**config.mk**
```make
export PLATFORM = sky130hd
export DESIGN_NAME = bit_serial_alu_seq_flat
export DESIGN_NICKNAME = d
export VERILOG_FILES = /design/src/rtl/bit_serial_alu_seq_if.sv /design/src/rtl/bit_serial_alu_seq.sv /design/src/flat_wrapper.sv
export SDC_FILE = /design/constraint.sdc
export NUM_CORES = 1
export LEC_CHECK = 0
export CAP_MARGIN = 20
export CORE_ASPECT_RATIO = 1.75
export CORE_MARGIN = 2
export CORE_UTILIZATION = 44
export DETAILED_ROUTE_END_ITERATION = 10
export PLACE_DENSITY_LB_ADDON = 0.25
export SETUP_SLACK_MARGIN = 0.2
export SLEW_MARGIN = 40
export SYNTH_ARGS = -nofsm -noshare
export SYNTH_HDL_FRONTEND = slang
export SYNTH_SLANG_ARGS = --single-unit
```
**constraint.sdc**
```tcl
create_clock -name clk -period 3.25 [get_ports clk]
set_clock_uncertainty 0.2 [all_clocks]
set_input_delay 0.65 -clock clk [delete_from_list [all_inputs] [get_ports clk]]
set_output_delay 0.65 -clock clk [all_outputs]
set_load 0.05 [all_outputs]
```
**src/rtl/bit_serial_alu_seq_if.sv**
```systemverilog
// Request/response bundle of the bit-serial ALU sequencer.
//   master : requester side (drives start/operands/controls, observes status/result)
//   slave  : sequencer side (samples the request, drives busy/done/result/cout/ovf)
// Signals:
//   start, a_in, b_in, mode_in, opcode_in, cin_init, chain_en : request
//   busy, done, result, cout, ovf                             : status/result
interface bit_serial_alu_seq_if #(
  parameter int unsigned WIDTH = 8
) ();
  logic             start;
  logic [WIDTH-1:0] a_in;
  logic [WIDTH-1:0] b_in;
  logic [1:0]       mode_in;
  logic             opcode_in;
  logic             cin_init;
  logic             chain_en;
  logic             busy;
  logic             done;
  logic [WIDTH-1:0] result;
  logic             cout;
  logic             ovf;

  modport master (
    output start, a_in, b_in, mode_in, opcode_in, cin_init, chain_en,
    input  busy, done, result, cout, ovf
  );

  modport slave (
    input  start, a_in, b_in, mode_in, opcode_in, cin_init, chain_en,
    output busy, done, result, cout, ovf
  );
endinterface

```
**src/rtl/bit_serial_alu_seq.sv**
```systemverilog
// Bit-serial ALU sequencer around an external combinational 1-bit ALU slice.
// Latches WIDTH-bit operands on start, streams them LSB-first through the slice
// one bit per clock (optionally chaining slice cout into the next cin), and
// reassembles the result word plus final carry-out and signed overflow.
// Ports:
//   clk, rst      : clock, synchronous active-high reset
//   bus (slave)   : start/operands/controls in; busy/done/result/cout/ovf out
//   slice_mode, slice_opcode, slice_ain, slice_bin, slice_cin : to the slice
//   slice_result, slice_cout                                  : from the slice
module bit_serial_alu_seq #(
  parameter int unsigned WIDTH = 8
) (
  input  logic                        clk,
  input  logic                        rst,
  bit_serial_alu_seq_if.slave         bus,
  output logic [1:0]                  slice_mode,
  output logic                        slice_opcode,
  output logic                        slice_ain,
  output logic                        slice_bin,
  output logic                        slice_cin,
  input  logic                        slice_result,
  input  logic                        slice_cout
);

  localparam int unsigned CntW = (WIDTH > 1) ? $clog2(WIDTH) : 1;

  typedef enum logic [1:0] {StIdle, StRun, StDone} state_e;

  state_e            state_q, state_d;
  logic [WIDTH-1:0]  a_sh_q, a_sh_d;
  logic [WIDTH-1:0]  b_sh_q, b_sh_d;
  logic [WIDTH-1:0]  result_q, result_d;
  logic [1:0]        mode_q, mode_d;
  logic              opcode_q, opcode_d;
  logic              cin_init_q, cin_init_d;
  logic              chain_en_q, chain_en_d;
  logic              carry_q, carry_d;
  logic [CntW-1:0]   cnt_q, cnt_d;
  logic              cout_q, cout_d;
  logic              ovf_q, ovf_d;

  always_comb begin
    state_d      = state_q;
    a_sh_d       = a_sh_q;
    b_sh_d       = b_sh_q;
    result_d     = result_q;
    mode_d       = mode_q;
    opcode_d     = opcode_q;
    cin_init_d   = cin_init_q;
    chain_en_d   = chain_en_q;
    carry_d      = carry_q;
    cnt_d        = cnt_q;
    cout_d       = cout_q;
    ovf_d        = ovf_q;
    slice_mode   = 2'b00;
    slice_opcode = 1'b0;
    slice_ain    = 1'b0;
    slice_bin    = 1'b0;
    slice_cin    = 1'b0;

    unique case (state_q)
      StIdle: begin
        if (bus.start) begin
          a_sh_d     = bus.a_in;
          b_sh_d     = bus.b_in;
          mode_d     = bus.mode_in;
          opcode_d   = bus.opcode_in;
          cin_init_d = bus.cin_init;
          chain_en_d = bus.chain_en;
          carry_d    = bus.cin_init;
          cnt_d      = '0;
          result_d   = '0;
          state_d    = StRun;
        end
      end
      StRun: begin
        slice_mode   = mode_q;
        slice_opcode = opcode_q;
        slice_ain    = a_sh_q[0];
        slice_bin    = b_sh_q[0];
        slice_cin    = carry_q;
        // Result fills from the MSB end so bit 0 lands at index 0 after WIDTH shifts.
        result_d     = {slice_result, result_q[WIDTH-1:1]};
        a_sh_d       = a_sh_q >> 1;
        b_sh_d       = b_sh_q >> 1;
        carry_d      = chain_en_q ? slice_cout : cin_init_q;
        cnt_d        = cnt_q + CntW'(1);
        if (cnt_q == CntW'(WIDTH - 1)) begin
          cout_d  = slice_cout;
          // Carry into MSB differs from carry out of MSB -> signed overflow.
          ovf_d   = carry_q ^ slice_cout;
          state_d = StDone;
        end
      end
      StDone: begin
        state_d = StIdle;
      end
      default: begin
        state_d = StIdle;
      end
    endcase
  end

  always_ff @(posedge clk) begin
    if (rst) begin
      state_q    <= StIdle;
      a_sh_q     <= '0;
      b_sh_q     <= '0;
      result_q   <= '0;
      mode_q     <= 2'b00;
      opcode_q   <= 1'b0;
      cin_init_q <= 1'b0;
      chain_en_q <= 1'b0;
      carry_q    <= 1'b0;
      cnt_q      <= '0;
      cout_q     <= 1'b0;
      ovf_q      <= 1'b0;
    end else begin
      state_q    <= state_d;
      a_sh_q     <= a_sh_d;
      b_sh_q     <= b_sh_d;
      result_q   <= result_d;
      mode_q     <= mode_d;
      opcode_q   <= opcode_d;
      cin_init_q <= cin_init_d;
      chain_en_q <= chain_en_d;
      carry_q    <= carry_d;
      cnt_q      <= cnt_d;
      cout_q     <= cout_d;
      ovf_q      <= ovf_d;
    end
  end

  assign bus.busy   = (state_q != StIdle);
  assign bus.done   = (state_q == StDone);
  assign bus.result = result_q;
  assign bus.cout   = cout_q;
  assign bus.ovf    = ovf_q;

endmodule
```
**src/flat_wrapper.sv**
```systemverilog
// flat-port wrapper written by rule: the top's interface ports become plain ports
module bit_serial_alu_seq_flat 
#(
  parameter int unsigned WIDTH = 8
)
  (clk, rst, slice_mode, slice_opcode, slice_ain, slice_bin, slice_cin, slice_result, slice_cout, bus_start, bus_a_in, bus_b_in, bus_mode_in, bus_opcode_in, bus_cin_init, bus_chain_en, bus_busy, bus_done, bus_result, bus_cout, bus_ovf);
  bit_serial_alu_seq_if #(.WIDTH(WIDTH)) bus_i ();
  input  logic clk;
  input  logic rst;
  output logic [1:0] slice_mode;
  output logic slice_opcode;
  output logic slice_ain;
  output logic slice_bin;
  output logic slice_cin;
  input  logic slice_result;
  input  logic slice_cout;
  input wire logic [$bits(bus_i.start)-1:0] bus_start;
  input wire logic [$bits(bus_i.a_in)-1:0] bus_a_in;
  input wire logic [$bits(bus_i.b_in)-1:0] bus_b_in;
  input wire logic [$bits(bus_i.mode_in)-1:0] bus_mode_in;
  input wire logic [$bits(bus_i.opcode_in)-1:0] bus_opcode_in;
  input wire logic [$bits(bus_i.cin_init)-1:0] bus_cin_init;
  input wire logic [$bits(bus_i.chain_en)-1:0] bus_chain_en;
  output wire logic [$bits(bus_i.busy)-1:0] bus_busy;
  output wire logic [$bits(bus_i.done)-1:0] bus_done;
  output wire logic [$bits(bus_i.result)-1:0] bus_result;
  output wire logic [$bits(bus_i.cout)-1:0] bus_cout;
  output wire logic [$bits(bus_i.ovf)-1:0] bus_ovf;
  assign bus_i.start = bus_start;
  assign bus_i.a_in = bus_a_in;
  assign bus_i.b_in = bus_b_in;
  assign bus_i.mode_in = bus_mode_in;
  assign bus_i.opcode_in = bus_opcode_in;
  assign bus_i.cin_init = bus_cin_init;
  assign bus_i.chain_en = bus_chain_en;
  assign bus_busy = bus_i.busy;
  assign bus_done = bus_i.done;
  assign bus_result = bus_i.result;
  assign bus_cout = bus_i.cout;
  assign bus_ovf = bus_i.ovf;
  bit_serial_alu_seq #(.WIDTH(WIDTH)) u_core (.clk(clk), .rst(rst), .bus(bus_i), .slice_mode(slice_mode), .slice_opcode(slice_opcode), .slice_ain(slice_ain), .slice_bin(slice_bin), .slice_cin(slice_cin), .slice_result(slice_result), .slice_cout(slice_cout));
endmodule
```
== After elaboration in Yosys (flattened, before gate mapping) ==
Cells that the tools add are included.

* Bits in registers: 37

* Bitwise operators: 1
* $add $sub $neg: 1
* Mux-type cells: 19
* Reductions and logical operators: 7
* Eq/ne operators: 5

{| class="wikitable"
|+ Operator list
! cell !! number
|-
| 8-bit case mux with 2 select lines || 3
|-
| 8-bit 2-to-1 mux || 3
|-
| 2-bit AND reduction || 4
|-
| 1-bit 2-to-1 mux || 6
|-
| 2-bit 2-to-1 mux || 3
|-
| 3-bit case mux with 2 select lines || 1
|-
| 2-bit case mux with 2 select lines || 1
|-
| 2-bit nonzero test || 2
|-
| 3-bit by 1-bit adder with 3-bit output, second input constant || 1
|-
| 3-bit == test, second input constant || 1
|-
| 3-bit 2-to-1 mux || 1
|-
| 2-bit by 1-bit == test with 1-bit output, second input constant || 1
|-
| 2-bit == test, second input constant || 1
|-
| 2-bit zero test || 1
|-
| 2-bit by 1-bit inequality test with 1-bit output, second input constant || 1
|-
| 2-bit inequality test, second input constant || 1
|-
| 1-bit case mux with 2 select lines || 1
|-
| 1-bit XOR || 1
|}

== Logic depth before layout (Yosys ltp) ==
Gate-level depths: netlist (run 1).

* Word-level depth: 3
* Gate-level depth with buffers: 6
* Mapped depth without buffers: 5

== Least setup slack after synthesis (run 1) ==
No wires, ideal clock.

* Path type: reg-to-output
* Start point: register u_core.state_q[0]
* End point: output port slice_ain
* Buffers on the path: 3
* Data arrival time: 1.357 ns
* Required time: 2.400 ns
* Stages on the path, launching flop included: 6
* Slack: 1.043 ns
* Cell sequence: dfxtp_1 -> buf_6 -> nor2b_2 -> buf_2 -> clkbuf_1 -> and2_1

* Cells in the longest elaborated chain, start to end: 2

{| class="wikitable"
|+ RTL lines
! element !! line !! RTL
|-
| start, declared || bit_serial_alu_seq.sv:29 || <nowiki>state_e state_q, state_d;</nowiki>
|-
| start signal, assigned || bit_serial_alu_seq.sv:106 || <nowiki>state_q <= StIdle;</nowiki>
|-
| start signal, assigned || bit_serial_alu_seq.sv:119 || <nowiki>state_q <= state_d;</nowiki>
|-
| 2-bit by 1-bit == test with 1-bit output || bit_serial_alu_seq.sv:61 || <nowiki>unique case (state_q)</nowiki>
|-
| 1-bit 2-to-1 mux || bit_serial_alu_seq.sv:61 ||
|-
| end, declared || flat_wrapper.sv:12 || <nowiki>output logic slice_ain;</nowiki>
|}

Every way passes these cells.

== Worst setup path after layout (run 1) ==
* Start point: register u_core.state_q[0]
* End point: output port bus_busy

* Cells in the longest elaborated chain, start to end: 1

{| class="wikitable"
|+ RTL lines
! element !! line !! RTL
|-
| 2-bit nonzero test || bit_serial_alu_seq.sv:134 || <nowiki>assign bus.busy = (state_q != StIdle);</nowiki>
|-
| end, declared || flat_wrapper.sv:24 || <nowiki>output wire logic [$bits(bus_i.busy)-1:0] bus_busy;</nowiki>
|}

Every way passes these cells.

==> flow_summary.toml, run 1 <==
[power]
leakage_power_summed_over_all_cells_nw = 0.8434
power_density_mw_per_mm2 = 490.3
worst_ir_drop_vdd_v = 0.0003977

[cts]
cts_root_buf = "sky130_fd_sc_hd__clkbuf_8"
clock_latency_on_the_worst_skew_pair_ns = 0.29
cts_made_buffers = 5
clk_pin_slew_ns = 0.07
tritoncts_num_sinks = 37
cts_max_path_buffers = 2
ctsResizeCount = 0
postCtsSetupRepairBufs = 0
tritoncts = "built"
htree_levels = 2
holdBufCountCts = 0

[logic_synthesis]
synth_cell_types = 29
synth_fp_nets = 221
synth-warning-count = 0
synth_area_per_cell_um2 = 8.279
register_area_share_after_synthesis = 0.4636
syn_area_mm2 = 0.001598
postSynthRegisterBits = 37
syn_inst = 193

[critical_path]
path_max_fanout = 10
critical-path-top-delay-family = "buffers and inverters"
critical-path-slowest-cell = "sky130_fd_sc_hd__clkdlybuf4s50_1"
cp-end-kind = "primary output"
crit_chain = "or2_2 > clkdlybuf4s50_1"
startpoint_type = "flop"
timing.critical_path.slowest_cell_delay_ns = 0.80
worst_path_buffer_plus_inverter_count = 1
worst-r2r-setup-slack_ns = 1.25
cp.arrival_ns = 1.79
worst-endpoint-required_ns = 2.40
critical_path_class = "flop to primary output"

[floorplanning]
coreArea_mm2 = 0.003556
chipWidth_um = 49.55
dieHeight_um = 83.72
num_rows = 29
boundaryPins = 44
die_area_mm2 = 0.004148
floorplan.initialDensity = 0.4493

[global_route]
grtUsageTotal = 0.1782
grt_first_pass_wirelength_mm = 5.775
number_of_antenna_violations_at_the_first_check_in_global_routing = 0
grt.overflow.total = 0
pin_count_of_the_biggest_net_entering_global_routing = 38
first_global_vias = 1288

[detailed_routing]
antenna_violating_nets_post_route = 0
routed-via-count = 1446
drt-pass1-iter-count = 4
detail_route.vias_per_cell = 5.239
drt_drc_violations_left = 0
initialDrtViolationCount = 34
drt_wl_total_mm = 3.384
wl_per_cell_um = 12.26

[place]
final_gp_congestion = 0.7239
buffer_ports.inserted = 43
placed_area_mm2 = 0.002071
dpl.hpwl_mm = 2.277

[sta]
fmax_mhz = 378.5
worstMarginPinSlew_ns = 0.6504
timing.final.crit_share = 0.8130
grt_setup_unrepaired = "false"
finalWorstPathRequiredPeriod_ns = 2.642
slew_violations = 0
timing.setup.tns_ns = 0
timing.hold.ws_ns = 0.2558
final-hold-violation-count = 0
setup-violations-final = 0
worst_slew_margin_rel = 0.5661

[run_status]
outcome = "finished, final reports clean"

[cells_and_area]
postLayoutCellArea_mm2 = 0.002187
fin_nets = 257
layout-drive-gt1-share = 0.1130
antennaDiodeCount = 0
most-common-layout-cells = "37 x sky130_fd_sc_hd__clkdlybuf4s50_1, 37 x sky130_fd_sc_hd__dfxtp_1, 34 x sky130_fd_sc_hd__nand2_1"
flow.area_growth_from_synthesis_pct = 36.88

[min_path]
worst_hold_path_type = "flop to flop"

[job]
max_cap_viol_count = 0
## synth_stat cells
cell type | n | share of area
sky130_fd_sc_hd__mux2_2 | 1 | 0.0070
sky130_fd_sc_hd__a22oi_1 | 3 | 0.014
sky130_fd_sc_hd__nor3b_2 | 1 | 0.0078
sky130_fd_sc_hd__a211oi_1 | 15 | 0.070
sky130_fd_sc_hd__a21oi_1 | 31 | 0.097
sky130_fd_sc_hd__nand2b_1 | 2 | 0.0078
sky130_fd_sc_hd__nand2_1 | 34 | 0.080
sky130_fd_sc_hd__or3b_1 | 1 | 0.0055
sky130_fd_sc_hd__a21o_2 | 1 | 0.0055
sky130_fd_sc_hd__clkbuf_1 | 5 | 0.012
sky130_fd_sc_hd__nand3_1 | 10 | 0.031
sky130_fd_sc_hd__nor3_1 | 1 | 0.0031
sky130_fd_sc_hd__buf_6 | 3 | 0.021
sky130_fd_sc_hd__xor2_1 | 1 | 0.0055
sky130_fd_sc_hd__o21a_1 | 1 | 0.0047
sky130_fd_sc_hd__nand3b_1 | 2 | 0.0094
sky130_fd_sc_hd__o21bai_2 | 1 | 0.0070
sky130_fd_sc_hd__o21ba_2 | 1 | 0.0063
sky130_fd_sc_hd__dfxtp_1 | 37 | 0.46
sky130_fd_sc_hd__nor2_2 | 1 | 0.0039
sky130_fd_sc_hd__buf_2 | 8 | 0.025
sky130_fd_sc_hd__ha_1 | 2 | 0.016
sky130_fd_sc_hd__nor2b_2 | 1 | 0.0055
sky130_fd_sc_hd__or2_2 | 1 | 0.0039
sky130_fd_sc_hd__nor2_1 | 20 | 0.047
sky130_fd_sc_hd__buf_4 | 1 | 0.0047
sky130_fd_sc_hd__mux2i_1 | 1 | 0.0063
sky130_fd_sc_hd__and2_1 | 6 | 0.023
sky130_fd_sc_hd__and2b_2 | 1 | 0.0055
## state kept, by name (all words and copies together), names as in the netlist, 2 cells and up
name,cells
u_core.bus.result,8
u_core.mode_q,2
u_core.state_q,2
u_core.b_sh_q,8
u_core.a_sh_q,8
u_core.cnt_q,3
## worst register-to-register path: stages (launching register included)
cell	delay, ns
sky130_fd_sc_hd__dfxtp_1	0.53
sky130_fd_sc_hd__nor2b_2	0.54
sky130_fd_sc_hd__buf_4	0.29
sky130_fd_sc_hd__a21oi_1	0.09
sky130_fd_sc_hd__a211oi_1	0.27
## final cells by class
| type | count | area, um^2 |
|---|---|---|
| clock buffer | 7 | 86.33 |
| clock inverter | 1 | 30.03 |
| fill | 362 | 1369 |
| multi-input combinational | 139 | 759.5 |
| sequential | 37 | 740.7 |
| tap | 46 | 57.56 |
| timing repair buffer | 46 | 513.0 |
## path summary, 6_finish.rpt
path                     start               end  cells past startpoint
min            u_core.opcode_q   u_core.opcode_q                      2
max          u_core.state_q[0]          bus_busy                      2
min reg2reg    u_core.opcode_q   u_core.opcode_q                      2
max reg2reg  u_core.state_q[0]  u_core.b_sh_q[6]                      4
## cell families after synthesis
kind of cell               Yosys count  synth area share
AOI/OAI and AO/OA                   53            0.2052
xor gates and xnor gates             1          0.005483
adders and majority gates            2           0.01566
buffers and inverters               17           0.06265
DFF                                 37            0.4636
muxes                                2           0.01331
and+or+nand+nor                     81            0.2341
## power by group
part	switching [W]	leakage [nW]	total, W	internal, W
logic	0.0000865	0.481	0.000161	0.0000749
clock network	0.000165	0.0585	0.000415	0.000250
registers	0.0000162	0.304	0.000496	0.000479
total	0.000268	0.843	0.00107	0.000805
## layer usage
| metal | global-route usage | routed length (um) | vias up |
|---|---|---|---|
| met5 | 0 | 0 | - |
| met4 | 0.08333 | 78 | 0 |
| met3 | 0.05197 | 149 | 8 |
| met2 | 0.3103 | 1720 | 36 |
| met1 | 0.1918 | 1435 | 677 |
| li1 | - | - | 725 |
## through the flow
stage,total power [W],worst slack [ns],utilization,std cells
after floorplan,0.0006097,1.043,-,193
after global placement,0.0006662,0.8284,0.5816,268
after detailed placement,0.0006683,0.8263,0.5823,268
after CTS,0.001079,0.5965,0.6151,276
after global routing,0.001116,0.4708,0.6151,276
final,0.001072,0.6077,0.6151,276
Note: power is estimated with default switching activity, not from simulation.
==> run 2: changes to the inputs <==
Clock period 3.25 ns to 2.7 ns, I/O delays scaled along.
==> run 2 against run 1 <==
  * Sequential share of layout area did not move
  * Total power increased by 13%
  * Design area is the same
  * Non-clock buffer count up 2
  * Critical endpoint is now slice_ain
  * Register-to-register slack got worse by 0.38 ns
  * First-iteration DRC count shrank 50%
  * Combinational power up 22%
  * Routed wire length shrank 1.6%
  * Sequential power rose by 20%
  * Clock power barely moved
==> flow_summary.toml, run 2 (synthesis gave the netlist of run 1 again) <==
[global_route]
first_global_vias = 1306
grtUsageTotal = 0.1794
pin_count_of_the_biggest_net_entering_global_routing = 38
grt_first_pass_wirelength_mm = 5.851
grt.overflow.total = 0
number_of_antenna_violations_at_the_first_check_in_global_routing = 0

[detailed_routing]
initialDrtViolationCount = 17
antenna_violating_nets_post_route = 0
drt-pass1-iter-count = 4
routed-via-count = 1404
drt_wl_total_mm = 3.330
detail_route.vias_per_cell = 5.050
drt_drc_violations_left = 0
wl_per_cell_um = 11.98

[run_status]
outcome = "finished, final reports clean"

[power]
internal_power_w = 0.0009005
clock_network_fraction_of_design_power = 0.345
seqPwrFrac = 0.493
power_switching_w = 0.0003096
worst_ir_drop_vdd_v = 0.0004355
power_density_mw_per_mm2 = 553.3
leakage_power_summed_over_all_cells_nw = 0.8591
power.switching_fraction = 0.2558
share_of_power_burned_in_combinational_logic = 0.162

[floorplanning]
coreArea_mm2 = 0.003556
num_rows = 29
dieHeight_um = 83.72
boundaryPins = 44
die_area_mm2 = 0.004148
floorplan.initialDensity = 0.4493
chipWidth_um = 49.55

[cts]
tritoncts_num_sinks = 37
clk_pin_slew_ns = 0.07
cts_root_buf = "sky130_fd_sc_hd__clkbuf_8"
htree_levels = 2
cts_max_path_buffers = 2
postCtsSetupRepairBufs = 0
cts_made_buffers = 5
tritoncts = "built"
holdBufCountCts = 0
clock_latency_on_the_worst_skew_pair_ns = 0.28

[job]
max_cap_viol_count = 0

[sta]
fmax_mhz = 439.0
setup-violations-final = 0
final-hold-violation-count = 0
post-route-worst-setup-slack_ns = 0.4220
worstMarginPinSlew_ns = 0.5357
timing.final.crit_share = 0.8437
worst_slew_margin_rel = 0.6429
timing.setup.tns_ns = 0
finalWorstPathRequiredPeriod_ns = 2.278
grt_setup_unrepaired = "false"
slew_violations = 0

[cells_and_area]
antennaDiodeCount = 0
layout-drive-gt1-share = 0.1207
n_fill_cell = 355
mostFrequentLayoutCell = "sky130_fd_sc_hd__dfxtp_1"
multi_input_logic_area_um2 = 762.0
ff_latch_area_um2 = 740.7
postLayoutCellArea_mm2 = 0.002187
most-common-layout-cells = "37 x sky130_fd_sc_hd__dfxtp_1, 35 x sky130_fd_sc_hd__clkdlybuf4s50_1, 34 x sky130_fd_sc_hd__nand2_1"
flow.area_growth_from_synthesis_pct = 36.88
fin_nets = 259

[critical_path]
worst_path_buffer_plus_inverter_count = 1
worst-endpoint-required_ns = 1.96
path_max_fanout = 13
startpoint_type = "flop"
cp.arrival_ns = 1.54
critical-path-slowest-cell = "sky130_fd_sc_hd__dfxtp_1"
timing.critical_path.slowest_cell_delay_ns = 0.51
critical-path-top-delay-family = "simple AND/OR/NAND/NOR gates"
critical_path_class = "flop to primary output"
crit_chain = "nor2b_4 > and2_1 > buf_12"
cp-end-kind = "primary output"

[min_path]
worst_hold_path_type = "flop to flop"

[place]
final_gp_congestion = 0.7301
buffer_ports.inserted = 43
placed_area_mm2 = 0.002083
dpl.hpwl_mm = 2.365
post-place-ws_ns = 0.3927
[run 2: metal layers]
layer	up-vias	wire, um	global-route usage	part of all wire
met5	-	0	0	0
met4	0	88	0.09091	0.026
met3	9	134	0.04659	0.040
met2	33	1775	0.3067	0.53
met1	632	1332	0.1989	0.40
li1	730	-	-	-
[run 2: final timing paths]
kind | endpoint | startpoint | slack [ns] | cells after the start
hold / removal | u_core.opcode_q | u_core.opcode_q | 0.25 | 2
hold reg to reg | u_core.opcode_q | u_core.opcode_q | 0.25 | 2
setup reg to reg | u_core.bus.result[1] | u_core.state_q[1] | 0.87 | 4
setup / recovery | slice_ain | u_core.state_q[0] | 0.42 | 3
[run 2: layout make-up]
class / instances / share of cell area
sequential: 37 / 0.3387
multi-input combinational: 139 / 0.3484
tap: 46 / 0.02632
clock inverter: 1 / 0.002288
timing repair buffer: 48 / 0.2403
clock buffer: 7 / 0.04405
[run 2: power groups by stage]
stage	Combinational [W]	Sequential [W]	Clock, W
3_5_place_dp	0.000198	0.000608	0
3_3_place_gp	0.000197	0.000607	0
4_1_cts	0.000198	0.000596	0.000429
6_report	0.000196	0.000596	0.000418
5_1_grt	0.000218	0.000600	0.000453
2_1_floorplan	0.000128	0.000605	0
[run 2: worst min-delay path, stage by stage, from the launching register on]
cell,delay [ns]
sky130_fd_sc_hd__dfxtp_1,0.31
sky130_fd_sc_hd__nand2_1,0.05
sky130_fd_sc_hd__a21oi_1,0.05
[run 2: metrics by stage]
| stage | util | std cells | hold slack (ns) | power [W] |
|---|---|---|---|---|
| 2_1_floorplan | - | 193 | 0.2317 | 0.0007339 |
| 3_3_place_gp | 0.5859 | 270 | 0.2411 | 0.0008045 |
| 3_5_place_dp | 0.5859 | 270 | 0.2465 | 0.0008068 |
| 4_1_cts | 0.6137 | 278 | 0.2565 | 0.001223 |
| 5_1_grt | 0.6151 | 278 | 0.2808 | 0.001271 |
| 6_report | 0.6151 | 278 | 0.2547 | 0.001210 |
[run 2: repair_timing]
action | 4_1_cts | 5_1_grt
setup endpoints to repair | 2 | 6
cloned | 0 | 0
endpoints found under the hold margin | 0 | 0
resized for setup | 2 | 1
pin swaps | 0 | 0
